File: src/rtl/fetch_unit.sv
// rtl/fetch_unit.sv - MIPS IF stage: PC, imem request/response handshake, response queue, IF/ID register
module fetch_unit #(
    parameter logic [31:0] RESET_PC = 32'h0000_0000,
    parameter int          QDEPTH   = 2,
    parameter logic [31:0] NOP      = 32'h0000_0000
) (
    input  logic        clk,
    input  logic        reset,
    input  logic        stall_d,
    input  logic        redirect_d,
    input  logic [31:0] redirect_pc_d,
    output logic        imem_req,
    output logic [31:0] imem_addr,
    input  logic        imem_gnt,
    input  logic        imem_rvalid,
    input  logic [31:0] imem_rdata,
    output logic [31:0] pc_f,
    output logic [31:0] instr_d,
    output logic [31:0] pcplus4_d,
    output logic        valid_d
);
    localparam int CW = $clog2(QDEPTH + 1);
    localparam int PW = (QDEPTH > 1) ? $clog2(QDEPTH) : 1;
    localparam logic [CW:0] QD = (CW + 1)'(QDEPTH);

    logic [CW-1:0] outstanding, discard, count, out_next;
    logic [PW-1:0] q_head, q_tail, t_head, t_tail;
    logic [31:0]   q_instr [QDEPTH];
    logic [31:0]   q_pc4   [QDEPTH];
    logic [31:0]   tag_pc4 [QDEPTH];
    logic          run;
    logic          gnt_fire, rsp_fire, rsp_acc, redir, if_load, q_push, q_pop;
    logic          unused_low_bits;

    function automatic logic [PW-1:0] ptr_inc(input logic [PW-1:0] p);
        return (p == PW'(QDEPTH - 1)) ? '0 : p + PW'(1);
    endfunction

    // Outstanding requests and queued entries together never exceed QDEPTH,
    // which is what keeps the response queue from overflowing during stalls.
    assign imem_req  = run && (({1'b0, outstanding} + {1'b0, count}) < QD);
    assign imem_addr = pc_f;

    assign gnt_fire = imem_req && imem_gnt;
    assign rsp_fire = imem_rvalid && (outstanding != '0);
    assign rsp_acc  = rsp_fire && (discard == '0);
    assign redir    = redirect_d && !stall_d;
    assign if_load  = !stall_d && !redir;
    assign q_pop    = if_load && (count != '0);
    assign q_push   = rsp_acc && !redir && !(if_load && (count == '0));
    assign out_next = outstanding + CW'(gnt_fire) - CW'(rsp_fire);

    assign unused_low_bits = ^redirect_pc_d[1:0];

    always_ff @(posedge clk or negedge reset) begin
        if (!reset) begin
            run         <= 1'b0;
            pc_f        <= {RESET_PC[31:2], 2'b00};
            outstanding <= '0;
            discard     <= '0;
            count       <= '0;
            q_head      <= '0;
            q_tail      <= '0;
            t_head      <= '0;
            t_tail      <= '0;
            instr_d     <= NOP;
            pcplus4_d   <= 32'h0;
            valid_d     <= 1'b0;
        end else begin
            run         <= 1'b1;
            outstanding <= out_next;
            if (gnt_fire) t_tail <= ptr_inc(t_tail);
            if (rsp_fire) t_head <= ptr_inc(t_head);
            if (redir) begin
                // Everything still in flight, including this cycle's grant, is stale.
                pc_f    <= {redirect_pc_d[31:2], 2'b00};
                discard <= out_next;
                count   <= '0;
                q_head  <= '0;
                q_tail  <= '0;
                instr_d <= NOP;
                valid_d <= 1'b0;
            end else begin
                if (gnt_fire) pc_f <= pc_f + 32'd4;
                if (rsp_fire && (discard != '0)) discard <= discard - CW'(1);
                if (q_push) q_tail <= ptr_inc(q_tail);
                if (q_pop) q_head <= ptr_inc(q_head);
                count <= count + CW'(q_push) - CW'(q_pop);
                if (if_load) begin
                    if (count != '0) begin
                        instr_d   <= q_instr[q_head];
                        pcplus4_d <= q_pc4[q_head];
                        valid_d   <= 1'b1;
                    end else if (rsp_acc) begin
                        instr_d   <= imem_rdata;
                        pcplus4_d <= tag_pc4[t_head];
                        valid_d   <= 1'b1;
                    end else begin
                        instr_d <= NOP;
                        valid_d <= 1'b0;
                    end
                end
            end
        end
    end

    // Payload storage needs no reset; occupancy is tracked by the counters above.
    always_ff @(posedge clk) begin
        if (gnt_fire) tag_pc4[t_tail] <= pc_f + 32'd4;
        if (q_push) begin
            q_instr[q_tail] <= imem_rdata;
            q_pc4[q_tail]   <= tag_pc4[t_head];
        end
    end
endmodule
File: config.mk
export PLATFORM = sky130hd
export DESIGN_NAME = fetch_unit
export DESIGN_NICKNAME = d
export VERILOG_FILES = /design/src/rtl/fetch_unit.sv
export SDC_FILE = /design/constraint.sdc
export NUM_CORES = 1
export LEC_CHECK = 0
export ABC_AREA = 1
export CAP_MARGIN = 20
export CORE_AREA = 2 2 163 165
export CTS_BUF_LIST = sky130_fd_sc_hd__clkbuf_4
export DETAILED_ROUTE_END_ITERATION = 12
export DIE_AREA = 0 0 165 167
export PLACE_DENSITY = 0.82
export SYNTH_ARGS = -nofsm -noshare
export SYNTH_HDL_FRONTEND = slang
export SYNTH_SLANG_ARGS = --single-unit
File: constraint.sdc
create_clock -name clk -period 5.55 [get_ports clk]
set_input_delay 1.11 -clock clk [delete_from_list [all_inputs] [get_ports clk]]
set_output_delay 1.11 -clock clk [all_outputs]
set_load 0.02 [all_outputs]
==> results_dict.tcl, run 1 <==
set metrics [dict create \
    fin_crit_sh_pct 66.1 \
    synth.largest_area_cell "edfxtp_1" \
    drv_cap 0 \
    layout_common_cells "nand2_1, clkdlybuf4s50_1, edfxtp_1, clkbuf_4, dfrtp_1" \
    synth.top_cell.area_share_pct 43.3 \
    maxSlewHeadroom_pct 35.8 \
    avgSynthCellArea_um2 10.4 \
    wl_um 29000 \
    grtUsageTotal_pct 21.4 \
    synth_area_um2 12800 \
    fin_crit_ns 3.67 \
    path_buf_inv 2 \
    cts_buffers 72 \
    synth_warnings 0 \
    grt_overflow 0 \
    tns_ns 0 \
    grt_setup_unrepaired "no" \
    ctsResizeCount 0 \
    final_common_cell "nand2_1" \
    drv_slew 0 \
    rows 59 \
    path_max_fanout 3 \
    postSynthCellCount 1231 \
    fmax_mhz 272 \
    dp_slack_ns 1.83 \
    tightest_slew_ns 0.961 \
    yosys.cell_types.count 37 \
    fp.dieW_um 165 \
    clk_path_buf_depth 3 \
    cts_root_buf "clkbuf_4" \
    path_cells "nand2_1, inv_1, fa_1, nor3b_2, clkdlybuf4s50_1" \
    ios 200 \
    cpLargestDelayFamily "buffers and inverters" \
    drtAntennaViolNets 0 \
    avgViaCountPerCell 5.19 \
    antenna_found_initial 1 \
    critPathLaunchType "flop" \
    place_hpwl_um 19000 \
    crit_type "flop to output pin" \
    clk-insertion-delay-late_ns 0.68 \
    layout.nets 1500 \
    grt_pass1_vias 9650 \
    cp_data_required_time_ns 4.44 \
    setup_violations 0 \
    num_vias 9429 \
    routedWlPerCell_um 16.0 \
    end_kind "output pin" \
    worst_slack_ns 1.88 \
    peakVddDrop_uv 339 \
    cp.arrival_ns 2.56 \
    coreArea_um2 25800 \
    clock-sinks 288 \
    gp_congestion 1.00 \
    skew_ns 0.0618 \
    seq_area_frac_synth_pct 63.7 \
    grt_pass1_wl_um 47000 \
    slowest_stage "clkdlybuf4s50_1" \
    synth-seq-cells 288 \
    finalHoldViolations 0 \
    power_frac_comb_pct 39.1 \
    ctsHoldBuffers 0 \
    start_util_pct 49.5 \
    cts.clk_slew.worst_paths_ns 0.06 \
    htreeDepth 3 \
    drt_iter0_drc 789 \
    p_leak_nw 6.54 \
    synth_area_leaders "edfxtp_1, dfrtp_1, nand2_1" \
    power.switching_mw 3.27 \
    port_buffers 191 \
    internal_power_mw 5.17 \
    dr.pass1.iters 7 \
    dp.cells 1683 \
    pwr-share-clk_pct 21.5 \
    pwr-share-seq_pct 39.4 \
    grt_max_degree 79 \
    cts_tree "yes" \
    worstHoldPathType "flop to flop" \
    instances_no_fill 1818 \
    p_per_area_nw_per_um2 538 \
    post_cts.repair.setup_buffers 0 \
    swShare_pct 38.8 \
    outcome "finished clean" \
    drive_gt1_share_pct 14.2 \
    drc 0 \
    dieArea_um2 27600 \
    max_stage_delay_ns 0.65 \
    area_growth_pct 23.0 \
    dieHeight_um 167 \
]
power groups by stage:
stage               Combinational [mW]  Clock (mW)  Sequential [mW]
detailed placement                3.28           0             3.36
finish                            3.30        1.81             3.32
floorplan                         1.79           0             3.61
CTS                               3.30        1.86             3.32
global placement                  3.16           0             3.34
global route                      3.64        1.97             3.39
layer usage:
metal	part of all wire [%]	track usage, %
met1	41	27.9
met2	48	34.8
met4	2.3	8.51
met3	8.8	4.88
met5	0	0
flip-flops by register name (all words and copies together) (netlist names):
| register | flops |
|---|---|
| t_head | 1 |
| imem_addr | 30 |
| t_tail | 1 |
| q_instr | 64 |
| valid_d | 1 |
| count | 2 |
| tag_pc4 | 60 |
| q_tail | 1 |
| outstanding | 2 |
| instr_d | 32 |
| q_pc4 | 60 |
| run | 1 |
| discard | 2 |
| q_head | 1 |
| pcplus4_d | 30 |
kinds of logic after synthesis:
kind of cell,share of synthesized area [%]
flops,63.7
compound gates,8.53
simple gates,18.1
xor+xnor,1.80
other cells,0.0589
fa+ha+maj,0.746
buf+inv,7.00
area by class of cell:
cell class                 count  area [um2]
fill                        2047       10100
inverter                      96         360
multi-input combinational    764        3770
clock buffer                 109         818
timing repair buffer         201        2030
sequential                   288        8130
clock inverter                24         150
antenna                        1        2.50
tap                          335         419
stage by stage:
stage | hold slack (ns) | area (um2) | utilization [%] | power, mW
floorplan | 0.449 | 12800 | - | 5.40
global placement | 0.463 | 14700 | 57.0 | 6.50
detailed placement | 0.467 | 14700 | 57.0 | 6.64
CTS | 0.481 | 15700 | 60.8 | 8.48
global route | 0.505 | 15700 | 60.9 | 9.00
finish | 0.478 | 15700 | 60.9 | 8.44
worst reg2reg max path: cells and delay by family, from the launching register on:
kind,cells,cell delay [ns]
and+or+nand+nor,2,1.03
AOI/OAI and AO/OA,1,0.33
DFF,1,0.38
buffers and inverters,3,0.44
adders and majority gates,1,0.16
cell usage after synthesis, drive strengths merged:
master / n
a21oi: 81
a22oi: 22
a31oi: 1
and2: 5
buf: 66
clkbuf: 22
conb: 2
dfrtp: 104
edfxtp: 184
fa: 1
ha: 6
inv: 96
nand2: 405
nand3: 33
nand4: 3
nor2: 57
nor3b: 1
o211ai: 10
o21ai: 78
o311ai: 3
o31ai: 1
or2: 29
xnor2: 3
xor2: 18
final timing paths:
check                                   start             end  slack [ns]  cells after the start
worst max-delay path                 count[0]        imem_req        1.88                      5
worst min-delay path            pcplus4_d[26]   pcplus4_d[26]        0.48                      2
worst max register to register     discard[0]  q_instr[1][30]        2.87                      7
worst min register to register  pcplus4_d[26]   pcplus4_d[26]        0.48                      2
max in group asynchronous               reset    imem_addr[9]        3.88                      2
min in group asynchronous               reset     instr_d[31]        0.51                      1
No activity file was read; power rests on OpenSTA's default activity.
==> inputs of run 2 (changes only) <==
- PLACE_DENSITY: 0.82 -> 0.85
- clock period: 5.55 -> 3.2 ns (I/O delays scaled with it)
==> run 2 against run 1 <==
Effect of this change:
- first-iteration DRC count increased by 0.63%
- clock skew increased by 0.0086 ns
- final cell count increased by 0.50%
- sequential share of layout area decreased by 0.15 points
- count of clock-buffer cells in the layout decreased by 8
- via count increased by 1.2%
- worst hold slack got worse by 0.14 ns
==> results_dict.tcl, run 2 (synthesis gave the netlist of run 1 again) <==
set metrics [dict create \
    grt_overflow 0 \
    antenna_cells 0 \
    fin_crit_sh_pct 91.6 \
    drv_slew 0 \
    outcome "finished clean" \
    cp.arrival_ns 2.29 \
    cts_root_buf "clkbuf_4" \
    power_frac_comb_pct 39.7 \
    clk-insertion-delay-late_ns 0.69 \
    largest_reg_flops 64 \
    gp_congestion 0.970 \
    post-route-cell-area_um2 15700 \
    path_max_fanout 3 \
    multi_input_area_um2 3770 \
    end_kind "output pin" \
    pwr-share-clk_pct 21.0 \
    fp.dieW_um 165 \
    avgViaCountPerCell 5.22 \
    antenna_found_initial 0 \
    layout_common_cells "nand2_1, clkdlybuf4s50_1, edfxtp_1, dfrtp_1, clkbuf_4" \
    instances_no_fill 1827 \
    pwr-share-seq_pct 39.2 \
    dp.cells 1690 \
    htreeDepth 3 \
    area_growth_pct 23.3 \
    layout.nets 1509 \
    wl_met1_um 11600 \
    crit_type "flop to output pin" \
    tightest_slew_ns 0.868 \
    wl_um 29500 \
    worstHoldPathType "input port to async pin" \
    cp_data_required_time_ns 2.56 \
    drt_iter0_drc 794 \
    final_common_cell "nand2_1" \
    start_util_pct 49.5 \
    dieHeight_um 167 \
    setup_violations 0 \
    num_vias 9541 \
    drive_gt1_share_pct 13.8 \
    cts_tree "yes" \
    placed_area_um2 14700 \
    regMostFlops "q_instr" \
    grt_setup_unrepaired "no" \
    p_leak_nw 6.56 \
    ios 200 \
    wl_met2_um 14600 \
    swShare_pct 39.2 \
    nFillCells 1967 \
    dr.pass1.iters 7 \
    top_layer "met4" \
    fin_crit_ns 2.93 \
    drtAntennaViolNets 0 \
    internal_power_mw 8.87 \
    port_buffers 191 \
    grt_max_degree 79 \
    routedWlPerCell_um 16.1 \
    power.switching_mw 5.73 \
    dieArea_um2 27600 \
    fin_util_pct 61.0 \
    drc 0 \
    clk_path_buf_depth 3 \
    top_regs "q_instr x64, q_pc4 x60, tag_pc4 x60" \
    cts_buffers 73 \
    critPathLaunchType "flop" \
    dr_wl_met3_um 2690 \
    place_hpwl_um 19100 \
    peakVddDrop_uv 608 \
    finalHoldViolations 0 \
    coreArea_um2 25800 \
    skew_ns 0.0703 \
    seqCellArea_um2 8130 \
    drv_cap 0 \
    clock-sinks 288 \
    maxSlewHeadroom_pct 42.1 \
    fmax_mhz 341 \
    grt_pass1_wl_um 47300 \
    grt_pass1_vias 9728 \
    cts.clk_slew.worst_paths_ns 0.08 \
    grtUsageTotal_pct 21.6 \
    p_per_area_nw_per_um2 929 \
    rows 59 \
]
==> run 2: per-layer routing <==
layer	vias to the layer above	global-route usage, %
met5	-	0
met4	0	6.77
met3	67	5.38
met2	464	36.9
met1	4518	26.9
li1	4492	-
==> run 2: layout make-up <==
cell class                      count  area share (%)
Sequential cell                   288            51.7
Multi-Input combinational cell    764            24.0
Timing Repair Buffer              209            13.4
Clock buffer                      101            4.82
Tap cell                          335            2.67
Inverter                           96            2.29
Clock inverter                     34            1.17
==> run 2: final timing paths <==
kind / from / endpoint / slack [ns] / depth (start not counted)
max: count[0] / imem_req / 0.27 / 5
min: reset / instr_d[9] / 0.34 / 2
max reg2reg: count[0] / discard[1] / 0.67 / 12
min reg2reg: pcplus4_d[19] / pcplus4_d[19] / 0.47 / 2
max in group asynchronous: reset / imem_addr[2] / 2.01 / 4
min in group clk: pcplus4_d[19] / pcplus4_d[19] / 0.47 / 2
==> run 2: timing repair <==
action	CTS	global route
endpoints found under the hold margin	0	9
buffers inserted	0	0
gates resized for setup	1	0
endpoints found under the setup margin	1	0
hold buffers	0	1
==> run 2: worst max-delay path, cell delays in order (launching register included) <==
cell	delay, ns
dfrtp_1	0.42
nand2_1	0.09
inv_1	0.04
fa_1	0.45
nor3b_2	0.24
dlygate4sd2_1	0.37
==> run 2: power groups by stage <==
stage               combinational, mW  clock [mW]  sequential [mW]
floorplan                        3.11           0             6.25
global placement                 5.56           0             5.75
detailed placement               5.77           0             5.79
CTS                              5.81        3.15             5.73
global route                     6.36        3.33             5.84
finish                           5.80        3.07             5.73
==> run 2: metrics by stage <==
step	power (mW)	setup slack, ns	hold WS, ns	setup TNS, ns
floorplan	9.36	-1.00	0.344	-124.02
global placement	11.3	0.512	0.463	0
detailed placement	11.6	0.484	0.465	0
CTS	14.7	0.197	0.128	0
global route	15.5	0.138	0.311	0
finish	14.6	0.268	0.337	0
